**src/rtl/fetch_unit.sv**
```systemverilog
`default_nettype none
// ============================================================================
//  Module   : fetch_unit
//  Purpose  : Instruction-fetch front end: owns the fetch PC, issues in-order
//             word reads and buffers up to two returned words for IF/ID.
//  Revision : 1.0  initial release
// ============================================================================
module fetch_unit #(
    parameter logic [31:0] RESET_PC = 32'h0000_3000
) (
    input  logic        clk,
    input  logic        rst,
    input  logic        redirect_valid,
    input  logic [31:2] redirect_pc,
    output logic        imem_req,
    output logic [31:2] imem_addr,
    input  logic        imem_gnt,
    input  logic        imem_rvalid,
    input  logic [31:0] imem_rdata,
    output logic        inst_valid,
    output logic [31:0] inst,
    output logic [31:2] inst_pc,
    input  logic        inst_ready
);

    localparam logic [31:2] c_RESET_WORD = RESET_PC[31:2];

    logic [31:2] fetch_pc_q, fetch_pc_d;
    logic [31:2] resp_pc_q,  resp_pc_d;   // pc of the next word that will be kept
    logic [1:0]  live_q,     live_d;
    logic [1:0]  drop_q,     drop_d;
    logic [1:0]  cnt_q,      cnt_d;
    logic        wr_ptr_q,   wr_ptr_d;
    logic        rd_ptr_q,   rd_ptr_d;
    logic [31:2] slot_pc_q   [2];
    logic [31:0] slot_inst_q [2];

    logic [2:0]  w_outstanding;
    logic [2:0]  w_live_buf;
    logic        w_issue;
    logic        w_keep;
    logic        w_discard;
    logic        w_push;
    logic        w_pop;

    // Credit checks use registered counts only; a same-cycle pop does not free a slot.
    assign w_outstanding = {1'b0, live_q} + {1'b0, drop_q};
    assign w_live_buf    = {1'b0, live_q} + {1'b0, cnt_q};

    assign imem_req   = !rst && !redirect_valid && (w_outstanding < 3'd2) && (w_live_buf < 3'd2);
    assign imem_addr  = fetch_pc_q;
    assign w_issue    = imem_req && imem_gnt;
    assign w_keep     = imem_rvalid && (drop_q == 2'd0);
    assign w_discard  = imem_rvalid && (drop_q != 2'd0);
    assign w_push     = !redirect_valid && w_keep;

    assign inst_valid = (cnt_q != 2'd0);
    assign w_pop      = inst_valid && inst_ready;
    assign inst       = inst_valid ? slot_inst_q[rd_ptr_q] : 32'd0;
    assign inst_pc    = inst_valid ? slot_pc_q[rd_ptr_q]   : 30'd0;

    always_comb begin
        fetch_pc_d = fetch_pc_q;
        resp_pc_d  = resp_pc_q;
        live_d     = live_q;
        drop_d     = drop_q;
        cnt_d      = cnt_q;
        wr_ptr_d   = wr_ptr_q;
        rd_ptr_d   = rd_ptr_q;
        if (redirect_valid) begin
            // Everything still in flight becomes stale; a word landing now is already one of them.
            fetch_pc_d = redirect_pc;
            resp_pc_d  = redirect_pc;
            live_d     = 2'd0;
            drop_d     = drop_q + live_q - {1'b0, imem_rvalid};
            cnt_d      = 2'd0;
            wr_ptr_d   = 1'b0;
            rd_ptr_d   = 1'b0;
        end else begin
            if (w_issue) begin
                fetch_pc_d = fetch_pc_q + 30'd1;
            end
            live_d = live_q + {1'b0, w_issue} - {1'b0, w_keep};
            drop_d = drop_q - {1'b0, w_discard};
            if (w_keep) begin
                wr_ptr_d  = ~wr_ptr_q;
                resp_pc_d = resp_pc_q + 30'd1;
            end
            if (w_pop) begin
                rd_ptr_d = ~rd_ptr_q;
            end
            cnt_d = cnt_q + {1'b0, w_keep} - {1'b0, w_pop};
        end
    end

    always_ff @(posedge clk or posedge rst) begin
        if (rst) begin
            fetch_pc_q     <= c_RESET_WORD;
            resp_pc_q      <= c_RESET_WORD;
            live_q         <= 2'd0;
            drop_q         <= 2'd0;
            cnt_q          <= 2'd0;
            wr_ptr_q       <= 1'b0;
            rd_ptr_q       <= 1'b0;
            slot_pc_q[0]   <= 30'd0;
            slot_pc_q[1]   <= 30'd0;
            slot_inst_q[0] <= 32'd0;
            slot_inst_q[1] <= 32'd0;
        end else begin
            fetch_pc_q <= fetch_pc_d;
            resp_pc_q  <= resp_pc_d;
            live_q     <= live_d;
            drop_q     <= drop_d;
            cnt_q      <= cnt_d;
            wr_ptr_q   <= wr_ptr_d;
            rd_ptr_q   <= rd_ptr_d;
            if (w_push) begin
                slot_pc_q[wr_ptr_q]   <= resp_pc_q;
                slot_inst_q[wr_ptr_q] <= imem_rdata;
            end
        end
    end

endmodule
`default_nettype wire

```
**config.mk**
```make
export PLATFORM = sky130hd
export DESIGN_NAME = fetch_unit
export DESIGN_NICKNAME = d
export VERILOG_FILES = /design/src/rtl/fetch_unit.sv
export SDC_FILE = /design/constraint.sdc
export NUM_CORES = 1
export LEC_CHECK = 0
export CORE_MARGIN = 5
export CORE_UTILIZATION = 30
export DETAILED_ROUTE_END_ITERATION = 12
export SKIP_CTS_REPAIR_TIMING = 1
export SLEW_MARGIN = 20
export SYNTH_ARGS = -nofsm -noshare
export SYNTH_HDL_FRONTEND = slang
export SYNTH_SLANG_ARGS = --single-unit
```
**constraint.sdc**
```tcl
create_clock -name clk -period 6.4 [get_ports clk]
set_input_delay 1.6 -clock clk [delete_from_list [all_inputs] [get_ports clk]]
set_output_delay 1.6 -clock clk [all_outputs]
set_load 0.01 [all_outputs]
```
== Word-level counts from Yosys, hierarchy flattened ==
Index checks and enable logic that the tools add are counted.

* Register bits: 192
* Input bits: 68
* Output and inout bits: 94
* Logic and storage cells: 73

* Add/sub/neg operators: 11
* $lt $le $gt $ge: 5
* Mux-type cells: 25
* Bitwise logic cells: 4
* Reductions and logical operators: 17

{| class="wikitable"
|+ Operator list
! cell !! count
|-
| $mux W30 || 9
|-
| $mux W32 || 5
|-
| $bwmux W64 || 1
|-
| $add A30 B1 Y30 const B || 2
|-
| $bwmux W60 || 1
|-
| $demux W32 S1 || 1
|-
| $demux W30 S1 || 1
|-
| $reduce_bool A2 Y1 || 5
|-
| $logic_and A1 B1 Y1 || 9
|-
| $sub A2 B1 Y2 || 4
|-
| $add A2 B2 Y3 || 2
|-
| $lt A3 B2 Y1 const B || 2
|-
| $mux W2 || 3
|-
| $add A2 B1 Y2 || 2
|-
| $ge A2 B2 Y1 const B || 2
|-
| $mux W1 || 4
|-
| $not A1 Y2 || 2
|-
| $add A2 B2 Y2 || 1
|-
| $logic_not A1 Y1 || 2
|-
| $logic_not A2 Y1 || 1
|-
| $lt A2 B1 Y1 const B || 1
|-
| $not A1 Y1 || 2
|}

== Logic depth before layout (Yosys ltp) ==
Gate-level depths: netlist (run 1).

* Word-level depth: 8
* Mapped depth: 12
* Depth with buffers taken out: 10

== Worst setup path before layout (run 1) ==
Ideal clock, no wire load.

* Path type: in2out
* Start: input redirect_valid
* End: output imem_req
* Arrival time: 2.677 ns
* Setup slack: 2.123 ns
* Stages on the path: 3
* Path buffers: 1
* Cells stage by stage: or4_1 > clkbuf_1 > nor3_1

* Cells in the longest elaborated chain, start to end: 4

{| class="wikitable"
|+ Ends and longest elaborated chain
! what !! line !! text
|-
| start: declaration || 13 || <nowiki>input logic redirect_valid,</nowiki>
|-
| $logic_not A1 Y1 || 50 || <nowiki>assign imem_req = !rst && !redirect_valid && (w_outstanding < 3'd2) && (w_live_buf < 3'd2);</nowiki>
|-
| $logic_and A1 B1 Y1 (3 in series) || 50 ||
|-
| end: declaration || 15 || <nowiki>output logic imem_req,</nowiki>
|}

Every way passes these cells.

== Worst setup path in the final report (run 1) ==
* Start: input rst
* End: output imem_req

* Cells in the longest elaborated chain, start to end: 4

{| class="wikitable"
|+ Ends and longest elaborated chain
! what !! line !! text
|-
| start: declaration || 12 || <nowiki>input logic rst,</nowiki>
|-
| $logic_not A1 Y1 (no source line) || n/a ||
|-
| $logic_and A1 B1 Y1 (3 in series) || 50 ||
|}

Every way passes these cells.

==> results.rst, run 1 <==
.. list-table::
   :header-rows: 1

   * - Metric
     - Value
   * - Most numerous cell types in the synthesized netlist
     - 188 x sky130_fd_sc_hd__dfrtp_1, 115 x sky130_fd_sc_hd__mux2_2, 89 x sky130_fd_sc_hd__nor2_1, 62 x sky130_fd_sc_hd__mux2i_1, 58 x sky130_fd_sc_hd__nand2_1
   * - Wire length of the first global-routing pass
     - 44100 um
   * - Number of top-level pins
     - ~160
   * - Final RePlAce weighted congestion
     - 0.835
   * - Antenna fix cells
     - 0
   * - Synthesized instance count
     - 901
   * - Detailed-route vias per instance
     - slightly above 5
   * - Number of iterations in the first detailed-routing pass
     - 5
   * - Most repeated library cell on the critical path
     - sky130_fd_sc_hd__clkdlybuf4s50_1
   * - Leakage component of the power
     - 4.97 nW
   * - Vias in the first global route
     - 7620
   * - Number of pins exceeding their max-slew limit in the final report
     - 0
   * - Largest driver fanout on the critical path
     - 11
   * - Area taken by flip-flops and latches
     - 4810 um2
   * - Row Count
     - 66
   * - Primary flip-flop cell chosen by synthesis mapping
     - sky130_fd_sc_hd__dfrtp_1
   * - Die boundary height
     - around 190 um
   * - Synth-to-layout area growth
     - 27.5%
   * - Remaining Overflow, GRT
     - 0
   * - Setup TNS
     - 0 ps
   * - Number of design-rule violations left by the first detailed-router iteration
     - 660
   * - Number of enable-type register cells in the synthesized netlist
     - 0
   * - Antenna violations before repair
     - 0
   * - Slew headroom
     - 24.9%
   * - Worst setup SP type
     - primary input
   * - Transition at the pin with the smallest max-transition slack
     - 1120 ps
   * - Fraction of final layout cells sized beyond drive strength 1
     - between 10% and 20%
   * - Series of cell instances along the critical path
     - clkdlybuf4s50_1, or4_1, nor3_1, clkdlybuf4s50_1
   * - CP delay by family, top
     - buffers and inverters
   * - Number of vias after detailed routing
     - 7692
   * - Die Span X
     - 191 um
   * - Number of max-cap violations
     - 0
   * - GRT Resource Usage Total
     - about 15%
   * - Library cells used by synthesis
     - 57
   * - Worst clock skew on the final layout
     - 16.3 ps
   * - Fraction of synthesized cell area taken by the top area cell type
     - 48.0%
   * - Clock Tree Buf Depth
     - 2
   * - Number of storage elements in the synthesis netlist
     - 192
   * - Final #Nets
     - 1116
   * - IR drop worst, VDD
     - 0.201 mV
   * - Power Density
     - 379 nW/um2
   * - Final Cycle Share
     - 82.1%
   * - Element type at the critical path end
     - output port
   * - Source-to-sink clock delay at the later pin of the worst-skew pair
     - 440 ps
   * - Count of buffer and inverter cells on the critical path
     - 2
   * - Run status
     - finished clean
   * - Ys Warns
     - 0
   * - DRC violations left
     - 0
   * - Cell taking the most area after synthesis
     - sky130_fd_sc_hd__dfrtp_1
   * - Worst setup path class
     - primary input to output port
   * - Final wirelength
     - ~28000 um
   * - Most area-consuming cells after synthesis
     - sky130_fd_sc_hd__dfrtp_1 48%, sky130_fd_sc_hd__mux2_2 13%, sky130_fd_sc_hd__mux2i_1 6.3%, sky130_fd_sc_hd__nor2_1 3.4%, sky130_fd_sc_hd__nand2_1 2.2%
   * - Port Buf Inserts
     - 161
   * - Number of clock sinks
     - 192
   * - Final cell utilization of the core
     - 38.6%
   * - Antenna Nets Post-Route
     - 0
   * - # fillers
     - 3217
   * - Critical Path Slowest Stage Cell
     - sky130_fd_sc_hd__or4_1
   * - Kind of path behind the tightest hold check
     - flip-flop to flip-flop
   * - RSZ-0062 raised after global routing
     - no
   * - CTS Root Buffer Type
     - sky130_fd_sc_hd__clkbuf_16
   * - Arrival time reported for the critical path endpoint
     - 3650 ps
   * - Multi-input gate area
     - 4700 um2
   * - Area of the die
     - 36400 um2
   * - Count of H-tree levels built during CTS
     - 4
   * - Total core area
     - 32400 um2
   * - Worst stage delay on the critical path
     - a little under 800 ps
   * - Share of the yosys chip area belonging to registers
     - about half
   * - Initial Utilization
     - between 30 and 40%
   * - Async SR Flop Fraction
     - 100%
   * - Number of buffers inserted during clock tree synthesis
     - 17
   * - Critical path data required time
     - 4800 ps
   * - Combined area of all synthesized cells
     - 9790 um2
   * - Leading cell type by number of instances after synthesis
     - sky130_fd_sc_hd__dfrtp_1
   * - Upper clock frequency limit
     - 190 MHz
   * - Number of failing hold endpoints at the final stage
     - 0
   * - Setup Viol. Count Final
     - 0
   * - Clock transition at the register clock pins on the worst setup and hold paths after CTS
     - 70 ps
   * - TritonCTS clock tree
     - yes
   * - Final HPWL DP
     - 19300 um
   * - Shortest clock period the worst path allows after layout
     - 5250 ps
   * - Number of nets produced by synthesis
     - 981
   * - Mean Syn Cell Area
     - 10.9 um2
   * - Per-cell routed wire length
     - between 15 and 20 um
   * - Maximum number of pins on one net before global-route repair
     - 134
cells in the final DEF, fill, tap and decap left out, types with 9 or more instances in the layout:
cell type,synthesis,routed
sky130_fd_sc_hd__ha_1,10,10
sky130_fd_sc_hd__nand4_1,26,26
sky130_fd_sc_hd__dfrtp_1,188,187
sky130_fd_sc_hd__inv_1,20,19
sky130_fd_sc_hd__xnor2_1,12,12
sky130_fd_sc_hd__mux2i_1,62,62
sky130_fd_sc_hd__clkdlybuf4s50_1,0,160
sky130_fd_sc_hd__and2_1,9,9
sky130_fd_sc_hd__nor4_1,9,9
sky130_fd_sc_hd__nand2_1,58,58
sky130_fd_sc_hd__o211ai_1,12,12
sky130_fd_sc_hd__nand3_1,41,40
sky130_fd_sc_hd__o31ai_1,12,12
sky130_fd_sc_hd__mux2_2,115,115
sky130_fd_sc_hd__a31oi_1,12,12
sky130_fd_sc_hd__clkbuf_16,0,17
sky130_fd_sc_hd__nor2_1,89,88
sky130_fd_sc_hd__o21ai_0,26,26
sky130_fd_sc_hd__nor3_1,18,18
sky130_fd_sc_hd__or4_1,19,19
sky130_fd_sc_hd__o311ai_0,18,18
state kept, by name (all words and copies together) (netlist names):
name,cells
slot_inst_q,64
slot_pc_q,60
imem_addr,30
resp_pc_q,30
cnt_q,2
drop_q,2
live_q,2
rd_ptr_q,1
wr_ptr_q,1
where the power goes:
part | switching, mW | total [mW] | internal, mW
clock | 0.507 | 1.15 | 0.639
sequential | 0.315 | 1.93 | 1.61
combinational | 0.747 | 1.66 | 0.908
total | 1.57 | 4.73 | 3.16
final timing paths:
path	depth (start not counted)	start	endpoint	slack, ps
min reg2reg	2	slot_pc_q[25]	slot_pc_q[25]	490
max in group asynchronous	3	rst	slot_inst_q[61]	3950
min	2	slot_pc_q[25]	slot_pc_q[25]	490
max	4	rst	imem_req	1150
min in group asynchronous	3	rst	imem_addr[10]	1810
max reg2reg	10	live_q[0]	live_q[1]	2700
logic make-up after synthesis:
group | share of synthesized area, %
DFF | 49.1
AOI/OAI and AO/OA | 7.77
buffers and inverters | 3.13
xor gates and xnor gates | 1.79
adders and majority gates | 1.69
and+or+nand+nor | 16.5
muxes | 20.0
final cells by class:
type	count	area share (%)
sequential	192	38.6
multi-input combinational	634	37.7
timing repair buffer	171	13.7
tap	442	4.43
clock buffer	20	3.58
clock inverter	12	1.39
inverter	20	0.631
metal layers:
metal	GRT usage [%]	up-vias	routed length, um
li1	-	3580	-
met1	22.5	3804	13300
met5	0	-	0
met4	3.18	0	320
met2	22.6	283	12000
met3	3.86	25	1950
stage by stage:
stage               instances  hold slack (ps)  setup slack [ps]  cell area [um2]  power (mW)
floorplan                 901              450              2120             9800        2.89
global placement         1458              464              1160            11800        3.58
detailed placement       1458              474              1160            11800        3.62
CTS                      1490              491              1150            12500        4.77
global route             1491              516              1040            12500        5.05
finish                   1491              486              1150            12500        4.73
worst register-to-register path: cells and delay by family (launching register included):
| family | cells | cell delay (ps) |
|---|---|---|
| buffers and inverters | 2 | 460 |
| adder cells (fa/ha/maj) | 3 | 1100 |
| flip-flops | 1 | 410 |
| XOR/XNOR | 1 | 160 |
| AND/OR/NAND/NOR | 4 | 1420 |
Note: power is estimated with default switching activity, not from simulation.
==> run 2, diff against run 1 <==
- clock period: 6.4 -> 4.6 ns (I/O delays scaled with it)
==> run 2 against run 1 <==
Effect of this change: sequential share of layout area fell by 0.13 points; via count grew 0.21%; count of clock-buffer cells in the layout shrank 1; wire length about the same; worst hold slack worse by 1.3 ps; worst setup slack worse by 620 ps; combinational power rose by 40%; final cell count grew 0.54%; global-route usage decreased by 0.12 points; core utilization rose by 0.14 points; non-clock buffer count grew 8; design area up 0.35%; critical path type unchanged; largest cell class unchanged; highest routed layer unchanged.
==> results.rst, run 2 (synthesized netlist as in run 1, its figures left out) <==
.. list-table::
   :header-rows: 1

   * - Metric
     - Value
   * - Synth-to-layout area growth
     - 27.9%
   * - CTS Root Buffer Type
     - sky130_fd_sc_hd__clkbuf_16
   * - Critical path data required time
     - 3450 ps (-1350 ps)
   * - Count of H-tree levels built during CTS
     - 4 (unchanged)
   * - Antenna Nets Post-Route
     - 0 (unchanged)
   * - Final RePlAce weighted congestion
     - 0.857 (+2.7%)
   * - GRT Resource Usage Total
     - 15.1% (-0.12 points)
   * - Remaining Overflow, GRT
     - 0 (unchanged)
   * - TritonCTS clock tree
     - yes
   * - Area of the die
     - 36400 um2 (unchanged)
   * - IR drop worst, VDD
     - 0.275 mV (+37%)
   * - Setup Viol. Count Final
     - 0 (unchanged)
   * - Per-cell routed wire length
     - 18.4 um (-0.49%)
   * - Number of iterations in the first detailed-routing pass
     - 5 (unchanged)
   * - Final #Nets
     - 1124 (+0.72%)
   * - Number of clock sinks
     - 192 (unchanged)
   * - Worst stage delay on the critical path
     - 570 ps (-200 ps)
   * - Number of pins exceeding their max-slew limit in the final report
     - 0 (unchanged)
   * - R2R cell count
     - 9 (-1)
   * - Number of top-level pins
     - 162 (unchanged)
   * - Number of stages on the worst setup path
     - 4 (unchanged)
   * - Final cell utilization of the core
     - 38.7% (+0.14 points)
   * - Power share of the clock group
     - 23.3% (-0.9 points)
   * - Critical register-to-register path endpoint
     - imem_addr[13]
   * - Sequential group share of total power
     - 41.1% (+0.3 points)
   * - Number of buffers inserted during clock tree synthesis
     - 17 (unchanged)
   * - Arrival time reported for the critical path endpoint
     - 2930 ps (-720 ps)
   * - Worst setup path class
     - primary input to output port
   * - Most repeated library cell on the critical path
     - sky130_fd_sc_hd__clkdlybuf4s50_1
   * - Wire length of the first global-routing pass
     - 44000 um (-0.31%)
   * - Final Cycle Share
     - approximately 89%
   * - Element type at the critical path end
     - output port
   * - Maximum number of pins on one net before global-route repair
     - 89 (-34%)
   * - Die boundary height
     - 191 um (unchanged)
   * - Net switching component of the power
     - 2.18 mW (+39%)
   * - Worst clock skew on the final layout
     - 13.3 ps (-2.98 ps)
   * - Number of vias after detailed routing
     - 7708 (+0.21%)
   * - Setup TNS
     - 0 ps (unchanged)
   * - Cell-internal power
     - 4.33 mW (+37%)
   * - Worst setup SP type
     - primary input
   * - Fraction of final layout cells sized beyond drive strength 1
     - 17.5% (+0.63 points)
   * - Worst flop-to-flop path startpoint
     - live_q[0]
   * - Row Count
     - 66 (unchanged)
   * - Critical Path Slowest Stage Cell
     - sky130_fd_sc_hd__clkdlybuf4s50_1
   * - Final HPWL DP
     - 19400 um (+0.34%)
   * - Final wirelength
     - 27600 um (about the same)
   * - Slew headroom
     - 27.8% (+2.9 points)
   * - Minimum setup slack among reg-to-reg paths
     - 1720 ps (-980 ps)
   * - Power Density
     - 520 nW/um2 (+37%)
   * - Series of cell instances along the critical path
     - clkdlybuf4s50_1, or4_1, nor3_1, clkdlybuf4s50_1
   * - Leakage component of the power
     - 5.00 nW (+0.59%)
   * - Tot Pwr
     - 6.52 mW (+38%)
   * - Number of failing hold endpoints at the final stage
     - 0 (unchanged)
   * - Total core area
     - 32400 um2 (unchanged)
   * - Largest registers
     - slot_inst_q (64), slot_pc_q (60)
   * - Net switching share of the total power
     - 33.5% (+0.31 points)
   * - Largest driver fanout on the critical path
     - 3 (-8)
   * - Die Span X
     - 191 um (unchanged)
   * - Initial Utilization
     - 30.3% (unchanged)
   * - Worst Hold Path Cells
     - 1 (-1)
   * - DRC violations left
     - 0 (unchanged)
   * - CP delay by family, top
     - buffers and inverters
   * - Antenna violations before repair
     - 0 (unchanged)
   * - Transition at the pin with the smallest max-transition slack
     - 1080 ps (-40.4 ps)
   * - Count of buffer and inverter cells on the critical path
     - 2 (unchanged)
   * - Source-to-sink clock delay at the later pin of the worst-skew pair
     - 430 ps (about the same)
   * - Vias in the first global route
     - 7848 (+3.0%)
   * - Kind of path behind the tightest hold check
     - flip-flop to flip-flop
   * - RSZ-0062 raised after global routing
     - no
   * - Clock transition at the register clock pins on the worst setup and hold paths after CTS
     - 70 ps (about the same)
   * - Clock Tree Buf Depth
     - 2 (unchanged)
   * - Detailed-route vias per instance
     - 5.14 (-0.33%)
   * - Most frequent standard cell in the layout excluding fill and tap cells
     - sky130_fd_sc_hd__dfrtp_1
   * - Leading cell types in the layout, fill and taps excluded
     - 187 x sky130_fd_sc_hd__dfrtp_1, 160 x sky130_fd_sc_hd__clkdlybuf4s50_1, 115 x sky130_fd_sc_hd__mux2_2
   * - Worst min-delay path endpoint
     - slot_pc_q[47]
   * - Number of design-rule violations left by the first detailed-router iteration
     - 540 (-18%)
   * - Antenna fix cells
     - 0 (unchanged)
   * - Run status
     - finished clean
   * - Port Buf Inserts
     - 161 (unchanged)
   * - Upper clock frequency limit
     - 245 MHz
   * - Max FFs per register
     - 64 (unchanged)
   * - Beginning of the worst hold path
     - slot_pc_q[47]
   * - Logic gate share of total power
     - 35.6% (+0.6 points)
   * - Number of max-cap violations
     - 0 (unchanged)
   * - Largest Register
     - slot_inst_q
   * - Shortest clock period the worst path allows after layout
     - between 4000 and 5000 ps
==> run 2: cell count changes in the layout (fill, tap and decap cells not counted), sizes merged <==
cell	change
clkinv	+1
clkbuf	-1
inv	+1
buf	+8
bufinv	-1
==> run 2: how the worst max path moves through the flow <==
stage	from	end	slack, ps
after global routing	rst	imem_req	460
after floorplan	rst	cnt_q[0]	980
after detailed placement	rst	imem_req	520
final	rst	imem_req	520
after CTS	rst	imem_req	500
after global placement	rst	imem_req	510
==> run 2: layout make-up <==
type / instances / area (um2)
repair buffers: 179 / 1790
inverters: 20 / 78.8
clock inverters: 13 / 154
well taps: 442 / 553
clock buffers: 19 / 433
multi-input cells: 634 / 4700
flip-flops and latches: 192 / 4810
fillers: 3254 / 19800
==> run 2: through the flow <==
stage                     worst slack [ps]  hold slack [ps]  cell area [um2]  cells
after floorplan                        977              450             9800    901
after global placement                 514              461            11900   1467
after detailed placement               518              471            11900   1467
after CTS                              504              486            12500   1499
after global routing                   459              515            12500   1499
final                                  523              485            12500   1499
==> run 2: routing by layer <==
metal | routed length (um) | track usage [%] | vias up
met2 | 12200 | 23.0 | 253
met5 | 0 | 0 | -
li1 | - | - | 3585
met3 | 1720 | 3.61 | 16
met4 | 167 | 2.29 | 0
met1 | 13500 | 22.3 | 3854
==> run 2: power groups by stage <==
stage / combinational, mW / sequential [mW] / clock (mW)
floorplan: 1.47 / 2.56 / 0
global placement: 2.33 / 2.69 / 0
detailed placement: 2.36 / 2.71 / 0
CTS: 2.37 / 2.68 / 1.56
global route: 2.56 / 2.77 / 1.62
finish: 2.32 / 2.68 / 1.52
==> run 3, diff against run 2 <==
- CTS_CLUSTER_DIAMETER: default -> 60
==> results of run 3 <==
The final DEF is identical to that of run 2; final timing and power are the same.
